[config.mk]
export PLATFORM = sky130hd
export DESIGN_NAME = usb_tx_sequencer
export DESIGN_NICKNAME = d
export VERILOG_FILES = /design/src/rtl/usb_tx_sequencer.sv
export SDC_FILE = /design/constraint.sdc
export NUM_CORES = 1
export LEC_CHECK = 0
export BUFFER_PORTS_ARGS = -buffer_cell sky130_fd_sc_hd__buf_2
export CORE_ASPECT_RATIO = 0.9
export CORE_MARGIN = 8
export CORE_UTILIZATION = 57
export DETAILED_ROUTE_END_ITERATION = 10
export MAX_ROUTING_LAYER = met4
export PLACE_DENSITY = 0.87
export SETUP_SLACK_MARGIN = 0.2
export SYNTH_ARGS = -nofsm -noshare
export SYNTH_HDL_FRONTEND = slang
export SYNTH_SLANG_ARGS = --single-unit
[constraint.sdc]
create_clock -name clk -period 5.79 [get_ports clk]
set_input_delay 0.2895 -clock clk [delete_from_list [all_inputs] [get_ports clk]]
set_output_delay 0.2895 -clock clk [all_outputs]
set_load 0.01 [all_outputs]
[src/rtl/usb_tx_sequencer.sv]
// USB packet transmit sequencer: SYNC, PID, optional payload and CRC bytes, then EOP handshake.
// Build option USB_TX_CRC16_EN: generate the CRC16 internally instead of popping it from the buffer.
module usb_tx_sequencer (
    input  logic       clk,
    input  logic       n_rst,
    input  logic       tx_start,
    input  logic [2:0] tx_packet,
    input  logic       rx_transfer_active,
    input  logic [6:0] buffer_occupancy,
    input  logic [7:0] tx_packet_data,
    output logic       get_tx_packet_data,
    output logic [7:0] byte_out,
    output logic       byte_valid,
    input  logic       byte_ready,
    output logic       eop_req,
    input  logic       eop_done,
    output logic       tx_transfer_active,
    output logic       tx_error
);
    typedef enum logic [2:0] {
        IDLE   = 3'd0,
        SYNC   = 3'd1,
        PID    = 3'd2,
        DATA   = 3'd3,
        CRC_LO = 3'd4,
        CRC_HI = 3'd5,
        EOP    = 3'd6,
        DONE   = 3'd7
    } state_t;

    state_t     state_q, state_d;
    logic [2:0] code_q, code_d;
    logic [6:0] count_q, count_d;
    logic       eop_req_q, eop_req_d;
    logic       active_q, active_d;
    logic       error_q, error_d;
    logic [7:0] byte_s;
    logic       valid_s;
    logic       pop_s;
    logic       code_valid_s;
    logic       code_data_s;
    logic       short_s;
    logic       buf_empty_s;
    logic [6:0] snap_s;
    logic [6:0] start_count_s;

    function automatic logic [7:0] pid_byte(input logic [2:0] code);
        logic [7:0] pid;
        case (code)
            3'd1:    pid = 8'hC3;
            3'd2:    pid = 8'h4B;
            3'd3:    pid = 8'hD2;
            3'd4:    pid = 8'h5A;
            3'd5:    pid = 8'h1E;
            default: pid = 8'h00;
        endcase
        return pid;
    endfunction

    assign code_valid_s = (tx_packet >= 3'd1) && (tx_packet <= 3'd5);
    assign code_data_s  = (tx_packet == 3'd1) || (tx_packet == 3'd2);
    assign snap_s       = (buffer_occupancy > 7'd64) ? 7'd64 : buffer_occupancy;
    assign buf_empty_s  = (buffer_occupancy == 7'd0);

`ifdef USB_TX_CRC16_EN
    logic [15:0] crc_q, crc_d;

    // Reflected CRC16 (poly 0x8005) update over one byte, LSB first.
    function automatic logic [15:0] crc16_byte(input logic [15:0] crc, input logic [7:0] data);
        logic [15:0] c;
        c = crc;
        for (int i = 0; i < 8; i++) begin
            if (c[0] ^ data[i]) begin
                c = (c >> 1) ^ 16'hA001;
            end else begin
                c = c >> 1;
            end
        end
        return c;
    endfunction

    assign short_s       = 1'b0;
    assign start_count_s = code_data_s ? snap_s : 7'd0;
`else
    // The two trailing buffer bytes are the CRC, so the payload is two shorter.
    assign short_s       = code_data_s && (snap_s < 7'd2);
    assign start_count_s = code_data_s ? (snap_s - 7'd2) : 7'd0;
`endif

    // Next-state, byte presentation and buffer pop decode.
    always_comb begin
        state_d = state_q;
        code_d  = code_q;
        count_d = count_q;
        error_d = error_q;
        byte_s  = 8'h00;
        valid_s = 1'b0;
        pop_s   = 1'b0;
`ifdef USB_TX_CRC16_EN
        crc_d   = crc_q;
`endif
        case (state_q)
            IDLE: begin
                if (tx_start && code_valid_s) begin
                    if (rx_transfer_active) begin
                        error_d = 1'b1;
                    end else if (short_s) begin
                        error_d = 1'b1;
                    end else begin
                        code_d  = tx_packet;
                        count_d = start_count_s;
                        error_d = 1'b0;
                        state_d = SYNC;
`ifdef USB_TX_CRC16_EN
                        crc_d   = 16'hFFFF;
`endif
                    end
                end else begin
                    state_d = IDLE;
                end
            end
            SYNC: begin
                valid_s = 1'b1;
                byte_s  = 8'h80;
                if (byte_ready) begin
                    state_d = PID;
                end else begin
                    state_d = SYNC;
                end
            end
            PID: begin
                valid_s = 1'b1;
                byte_s  = pid_byte(code_q);
                if (!byte_ready) begin
                    state_d = PID;
                end else if ((code_q == 3'd1) || (code_q == 3'd2)) begin
                    state_d = (count_q == 7'd0) ? CRC_LO : DATA;
                end else begin
                    state_d = EOP;
                end
            end
            DATA: begin
                if (buf_empty_s) begin
                    error_d = 1'b1;
                    state_d = EOP;
                end else begin
                    valid_s = 1'b1;
                    byte_s  = tx_packet_data;
                    if (byte_ready) begin
                        pop_s   = 1'b1;
                        count_d = count_q - 7'd1;
`ifdef USB_TX_CRC16_EN
                        crc_d   = crc16_byte(crc_q, tx_packet_data);
`endif
                        state_d = (count_q == 7'd1) ? CRC_LO : DATA;
                    end else begin
                        state_d = DATA;
                    end
                end
            end
            CRC_LO, CRC_HI: begin
`ifdef USB_TX_CRC16_EN
                valid_s = 1'b1;
                byte_s  = (state_q == CRC_LO) ? ~crc_q[7:0] : ~crc_q[15:8];
                if (byte_ready) begin
                    state_d = (state_q == CRC_LO) ? CRC_HI : EOP;
                end else begin
                    state_d = state_q;
                end
`else
                if (buf_empty_s) begin
                    error_d = 1'b1;
                    state_d = EOP;
                end else begin
                    valid_s = 1'b1;
                    byte_s  = tx_packet_data;
                    if (byte_ready) begin
                        pop_s   = 1'b1;
                        state_d = (state_q == CRC_LO) ? CRC_HI : EOP;
                    end else begin
                        state_d = state_q;
                    end
                end
`endif
            end
            EOP: begin
                // eop_done in the request cycle belongs to nobody; wait for a fresh one.
                if (eop_done && !eop_req_q) begin
                    state_d = DONE;
                end else begin
                    state_d = EOP;
                end
            end
            DONE: begin
                state_d = IDLE;
            end
            default: begin
                state_d = IDLE;
            end
        endcase
        eop_req_d = (state_d == EOP) && (state_q != EOP);
        active_d  = (state_d != IDLE);
    end

    // State and control registers.
    always_ff @(posedge clk or negedge n_rst) begin
        if (!n_rst) begin
            state_q   <= IDLE;
            code_q    <= 3'd0;
            count_q   <= 7'd0;
            eop_req_q <= 1'b0;
            active_q  <= 1'b0;
            error_q   <= 1'b0;
        end else begin
            state_q   <= state_d;
            code_q    <= code_d;
            count_q   <= count_d;
            eop_req_q <= eop_req_d;
            active_q  <= active_d;
            error_q   <= error_d;
        end
    end

`ifdef USB_TX_CRC16_EN
    // CRC accumulator.
    always_ff @(posedge clk or negedge n_rst) begin
        if (!n_rst) begin
            crc_q <= 16'h0000;
        end else begin
            crc_q <= crc_d;
        end
    end
`endif

    assign byte_out           = byte_s;
    assign byte_valid         = valid_s;
    assign get_tx_packet_data = pop_s;
    assign eop_req            = eop_req_q;
    assign tx_transfer_active = active_q;
    assign tx_error           = error_q;
endmodule

==> results of run 1 <==
cell type report:
type                       instances  share of cell area
inverter                           6             0.01352
timing repair buffer              37              0.1142
clock buffer                       4             0.02179
sequential                        16              0.2404
multi-input combinational        144              0.5890
tap                               28             0.02104
final timing paths:
path                               from                 end  slack, ns
setup reg to reg             state_q[0]  tx_transfer_active       3.57
max in group asynchronous         n_rst          count_q[6]       5.07
hold reg to reg                tx_error            tx_error       0.54
setup / recovery             state_q[0]         byte_out[7]       3.06
hold / removal             tx_packet[0]           code_q[0]       0.29
min in group asynchronous         n_rst            tx_error       0.44
through the flow:
stage            util  instance area [sq um]  total power, mW
2_1_floorplan       -                   1446           0.5144
3_3_place_gp   0.6677                   1619           0.6189
3_5_place_dp   0.6677                   1619           0.6296
4_1_cts        0.6868                   1665           0.7086
5_1_grt        0.6868                   1665           0.7705
6_report       0.6868                   1665           0.7044
cells by family after synthesis:
family | count (synthesis)
muxes | 4
AOI/OAI and AO/OA | 50
xor gates and xnor gates | 6
and+or+nand+nor | 78
buffers and inverters | 13
adders and majority gates | 6
DFF | 16
critical path, delay by kind of cell (launching register included):
family | cells | cell delay (ns)
AOI/OAI and AO/OA | 2 | 0.88
and+or+nand+nor | 2 | 0.63
DFF | 1 | 0.52
buffers and inverters | 1 | 0.12
layer usage:
| metal | vias up | track usage | share of wire |
|---|---|---|---|
| li1 | 702 | - | - |
| met2 | 58 | 0.2957 | 0.49 |
| met3 | 13 | 0.04784 | 0.069 |
| met5 | - | - | 0 |
| met4 | 0 | 0.08696 | 0.031 |
| met1 | 684 | 0.1943 | 0.41 |
cell usage in the layout, fill, tap and decap left out, drive strengths merged, types with 2 or more instances in the layout:
cell / count
a211o: 2
o211ai: 2
a22o: 2
buf: 36
nand3b: 3
nor4b: 3
ha: 6
or4b: 2
nand3: 2
clkbuf: 4
xor2: 3
a311oi: 2
and3: 3
o21a: 4
or3: 2
a31oi: 5
and2: 3
nand2: 17
o22a: 3
nor3: 5
nand2b: 9
nor2: 19
dfrtp: 16
inv: 6
o21ai: 10
a21oi: 11
xnor2: 3
nor2b: 3
nand4b: 2
mux2: 4
power groups by stage:
stage / sequential [mW] / clock, mW / combinational, mW
finish: 0.225 / 0.0764 / 0.403
global route: 0.235 / 0.0840 / 0.452
CTS: 0.223 / 0.0786 / 0.407
detailed placement: 0.226 / 0 / 0.404
global placement: 0.221 / 0 / 0.398
floorplan: 0.200 / 0 / 0.314
flip-flops by register name, summed over array words and instances (netlist names):
signal and count:
count_q 7, code_q 3, state_q 3, eop_req 1, tx_error 1, tx_transfer_active 1
Yosys cell counts, types with 4 or more instances:
library cell	count	share of area
ha_1	6	0.052
o21ai_0	10	0.035
nand2_1	17	0.044
nor3_1	4	0.014
inv_1	6	0.016
a31oi_1	5	0.022
mux2_2	4	0.031
nor2_1	19	0.049
a21oi_1	11	0.038
o21a_1	4	0.021
nand2b_1	9	0.039
dfrtp_1	16	0.28
what timing repair did:
action,CTS,global route
hold endpoints to repair,16,0
endpoints found under the setup margin,0,0
hold buffers,1,0
==> impl_metrics.csv, run 1 <==
group,metric,value,unit
cells_and_area,antenna_cells,0,
worst_setup_path,crit_chain,"nand3b_1 > a21oi_1 > a22oi_1 > nand2_1 > buf_2",
yosys,synthMuxAreaShare,0.03114,
power,switchingPower,0.3233,mW
sta,finalMaxSlewViolations,0,
floorplanning,core_area,2425,sq um
worst_setup_path,critPathKind,"flop to primary output",
cells_and_area,fillers,207,
global_route,track_usage,0.1781,
worst_setup_path,critPathLaunchType,"flop",
cells_and_area,multi_input_area,980.9,sq um
yosys,synth-xor-area-share,0.03633,
yosys,synth-edff-count,0,
worst_setup_path,slowest_delay,0.70,ns
clock_tree,cts_setup_buffers,0,
power,ir_drop,294.2,uV
global_route,grt_max_degree,20,
routing,viasPerCell,6.200,
cells_and_area,area_growth,15.14,%
sta,rsz0062_at_grt,"no",
clock_tree,cts_tree,"yes",
power,power_density,423.0,nW/um^2
placement,routabilityCongestion,0.9090,
floorplanning,io_pins,37,
routing,first_pass_iters,4,
routing,post_drt_wl_per_cell,16.09,microns
placement,dp_cells,230,
yosys,ys_seq_area_frac,0.2768,
cells_and_area,final_nets,238,
placement,post-place-ws,3.356,ns
worst_setup_path,critPathRequiredTime,5.50,ns
sta,fin_setup_tns,0,ns
sta,min_period,2.729,ns
yosys,ys.flop_type,"dfrtp_1",
yosys,netlist_area,1446,sq um
clock_tree,clkTransAtPathRegs,0.11,ns
cells_and_area,drive_gt1_frac,0.2657,
yosys,syn_inst,173,
power,combPwrFrac,0.573,
yosys,avgSynthCellArea,8.361,sq um
yosys,synthArstFlopShare,1.000,
yosys,synth_top_family_by_area,"simple AND/OR/NAND/NOR gates",
sta,finalHoldViolations,0,
sta,period_share,0.4714,
yosys,synth_compound_area_frac,0.2465,
floorplanning,die_x,69.10,microns
power,power_leakage,0.7558,nW
sta,fin_ws,3.061,ns
global_route,grt_overflow,0,
floorplanning,initial_core_util,0.5965,
placement,io_buffers,36,
sta,finalSetupViolations,0,
clock_tree,cts_sinks,16,
routing,drt_iter0_markers,73,
power,clockPowerShare,0.108,
clock_tree,cts-htree-levels,1,
yosys,synthSimpleGateAreaFrac,0.3123,
clock_tree,clock-root-buffer,"clkbuf_4",
sta,fin_skew,0.01262,ns
cells_and_area,stdcell_count,235,
yosys,synth_fa_ha_area_frac,0.05190,
worst_hold_path,holdPathStages,2,
sta,fin_hold_ws,0.2864,ns
worst_setup_path,arrival,2.44,ns
yosys,ys_types,49,
worst_setup_path,crit_path_max_fanout,19,
floorplanning,fp-row-count,17,
yosys,synth_warnings,0,
power,intPower,0.3811,mW
yosys,synth_seq_cells,16,
clock_tree,numCtsBuffers,3,
power,p_sw_frac,0.4590,
routing,wl,3781,microns
sta,max_slew_margin,0.5433,
global_route,antenna_found_initial,0,
clock_tree,insertion_delay,0.30,ns
sta,tightest_slew,0.6831,ns
yosys,synth_nets,203,
worst_setup_path,r2r_cells,5,
placement,hpwl,3021,microns
routing,drcViolationCount,0,
clock_tree,cts-resized-gates,0,
floorplanning,fp.dieH,63.79,microns
global_route,grt_pass1_vias,1451,
sta,fmax,0.3664,GHz
power,seqPwrFrac,0.319,
run,drv_cap,0,
global_route,grt_pass1_wl,6465,microns
outcome,status,"complete, no violations",
routing,drtAntennaViolNets,0,
routing,vias,1457,
worst_setup_path,cp-end-kind,"primary output",
worst_setup_path,cpMaxStageDelayCell,"a21oi_1",
floorplanning,dieArea,4408,sq um
worst_hold_path,hold_class,"input port to flop",
cells_and_area,area.sequential,400.4,sq um
clock_tree,ctsLongestPathBuffers,2,
No activity file was read; power rests on OpenSTA's default activity.
==> run 2, diff against run 1 <==
CORE_UTILIZATION = 53   (was 57)
PLACE_DENSITY = 0.82   (was 0.87)
clock period = 2.85 ns   (was 5.79 ns; I/O delays follow)
==> run 2 against run 1 <==
Total power increased by 99%. Routed wire length is 0.90% lower. Die area increased by 5.7%. Global-route usage down 0.25 points. Core utilization is 6.7 points lower. First-iteration DRC count shrank 26%. Hold slack lost 0.13 ns. Worst setup slack lost 2.5 ns. Combinational power increased by 100%. Critical endpoint unchanged. Critical path type unchanged. Sequential cell count is the same. Via count is 1.2% lower. Cell count is 0.85% higher. Largest power group unchanged.
==> impl_metrics.csv, run 2 (synthesized netlist as in run 1, its figures left out) <==
group,metric,value,unit
sta,fin_setup_tns,0,ns
clock_tree,cts-htree-levels,1,
routing,post_drt_wl_per_cell,15.81,microns
clock_tree,clock-root-buffer,"clkbuf_4",
global_route,track_usage,0.1756,
floorplanning,dieArea,4659,sq um
cells_and_area,antenna_cells,0,
cells_and_area,fin_area,1662,sq um
floorplanning,fp.dieH,65.56,microns
placement,dp_cells,233,
routing,drtAntennaViolNets,0,
worst_hold_path,hold_class,"input port to flop",
power,power_density,842.5,nW/um^2
worst_setup_path,critPathRequiredTime,2.71,ns
floorplanning,die_x,71.07,microns
worst_setup_path,cpMaxStageDelayCell,"dfrtp_1",
worst_setup_path,crit_chain,"nand3b_1 > buf_4 > a21oi_1 > a22oi_1 > nand2_1 > buf_2",
global_route,grt_pass1_wl,6527,microns
sta,finalMaxSlewViolations,0,
run,drv_cap,0,
cells_and_area,multi_input_area,980.9,sq um
floorplanning,fp-row-count,18,
worst_setup_path,cp-end-kind,"primary output",
placement,placed_area,1629,sq um
worst_setup_path,slowest_delay,0.55,ns
clock_tree,cts_sinks,16,
routing,vias,1439,
sta,period_share,0.7885,
power,ir_drop,392.3,uV
worst_setup_path,crit_buf_inv,2,
cells_and_area,largest_register_ffs,7,
routing,viasPerCell,6.072,
sta,rsz0062_at_grt,"no",
global_route,antenna_found_initial,0,
worst_setup_path,critPathLaunchType,"flop",
worst_setup_path,crit_path_max_fanout,19,
cells_and_area,drive_gt1_frac,0.2657,
sta,finalHoldViolations,0,
sta,min_period,2.247,ns
power,power_leakage,0.7528,nW
clock_tree,numCtsBuffers,3,
routing,drcViolationCount,0,
worst_setup_path,critPathKind,"flop to primary output",
cells_and_area,layout_common_cells,"buf_2 (36), nor2_1 (19), nand2_1 (17)",
worst_setup_path,cpLargestDelayFamily,"compound AO/OA/AOI/OAI gates",
global_route,grt_max_degree,20,
cells_and_area,final_nets,239,
placement,hpwl,3058,microns
sta,fin_skew,0.006306,ns
cells_and_area,area_growth,14.88,%
clock_tree,ctsLongestPathBuffers,2,
worst_setup_path,arrival,2.10,ns
global_route,grt_pass1_vias,1464,
cells_and_area,top_register,"count_q",
placement,io_buffers,36,
cells_and_area,final_common_cell,"buf_2",
clock_tree,cts_tree,"yes",
clock_tree,insertion_delay,0.28,ns
sta,tightest_slew,0.6574,ns
global_route,grt_overflow,0,
cells_and_area,stdcell_count,237,
cells_and_area,reg.largest.list,"count_q (7), code_q (3), state_q (3)",
routing,wl,3747,microns
routing,drt_iter0_markers,54,
outcome,status,"complete, no violations",
clock_tree,clkTransAtPathRegs,0.09,ns
power,fin_total_pwr,1.400,mW
sta,finalSetupViolations,0,
floorplanning,initial_core_util,0.5397,
cells_and_area,area.sequential,400.4,sq um
floorplanning,core_area,2680,sq um
placement,routabilityCongestion,0.9452,
sta,max_slew_margin,0.5617,
cells_and_area,fillers,253,
routing,first_pass_iters,4,
floorplanning,io_pins,37,
sta,fmax,0.4450,GHz
## run 2: layout make-up
| cell class | instances | share of cell area |
|---|---|---|
| inverters | 6 | 0.01355 |
| multi-input cells | 144 | 0.5904 |
| well taps | 30 | 0.02259 |
| clock buffers | 3 | 0.01355 |
| repair buffers | 38 | 0.1190 |
| flip-flops and latches | 16 | 0.2410 |
## run 2: worst paths after layout
| check | from | endpoint | slack [ns] | depth (start not counted) |
|---|---|---|---|---|
| setup / recovery | state_q[0] | byte_out[7] | 0.60 | 6 |
| hold / removal | tx_packet[0] | code_q[0] | 0.16 | 2 |
| setup reg to reg | state_q[0] | count_q[1] | 0.79 | 5 |
| hold reg to reg | tx_error | tx_error | 0.54 | 2 |
| max in group asynchronous | n_rst | count_q[2] | 2.28 | 2 |
| min in group asynchronous | n_rst | state_q[0] | 0.30 | 2 |
## run 2: stage by stage
| step | worst slack (ns) | utilization | hold slack (ns) |
|---|---|---|---|
| 3_5_place_dp | 0.6300 | 0.6078 | 0.07456 |
| 5_1_grt | 0.3648 | 0.6200 | 0.1489 |
| 4_1_cts | 0.5822 | 0.6200 | 0.1449 |
| 3_3_place_gp | 0.7453 | 0.6078 | 0.07067 |
| 2_1_floorplan | 0.9487 | - | -0.1531 |
| 6_report | 0.6028 | 0.6200 | 0.1557 |
## run 2: routing by layer
metal,part of all wire,wire (microns),GRT usage,vias to the layer above
met5,0,0,-,-
met4,0.026,96,0.08808,0
met3,0.059,221,0.04559,10
met2,0.49,1853,0.2925,52
met1,0.42,1576,0.1918,669
li1,-,-,-,708
## run 2: repair_timing
item / CTS / global route
buffers inserted: 0 / 0
gates resized for setup: 0 / 0
hold buffers: 1 / 0
endpoints found under the hold margin: 16 / 0
## run 2: power breakdown
| part | internal (mW) | switching, mW | total (mW) |
|---|---|---|---|
| Sequential | 0.324 | 0.140 | 0.463 |
| Combinational | 0.373 | 0.447 | 0.820 |
| Clock | 0.0491 | 0.0677 | 0.117 |
| Total | 0.746 | 0.654 | 1.40 |
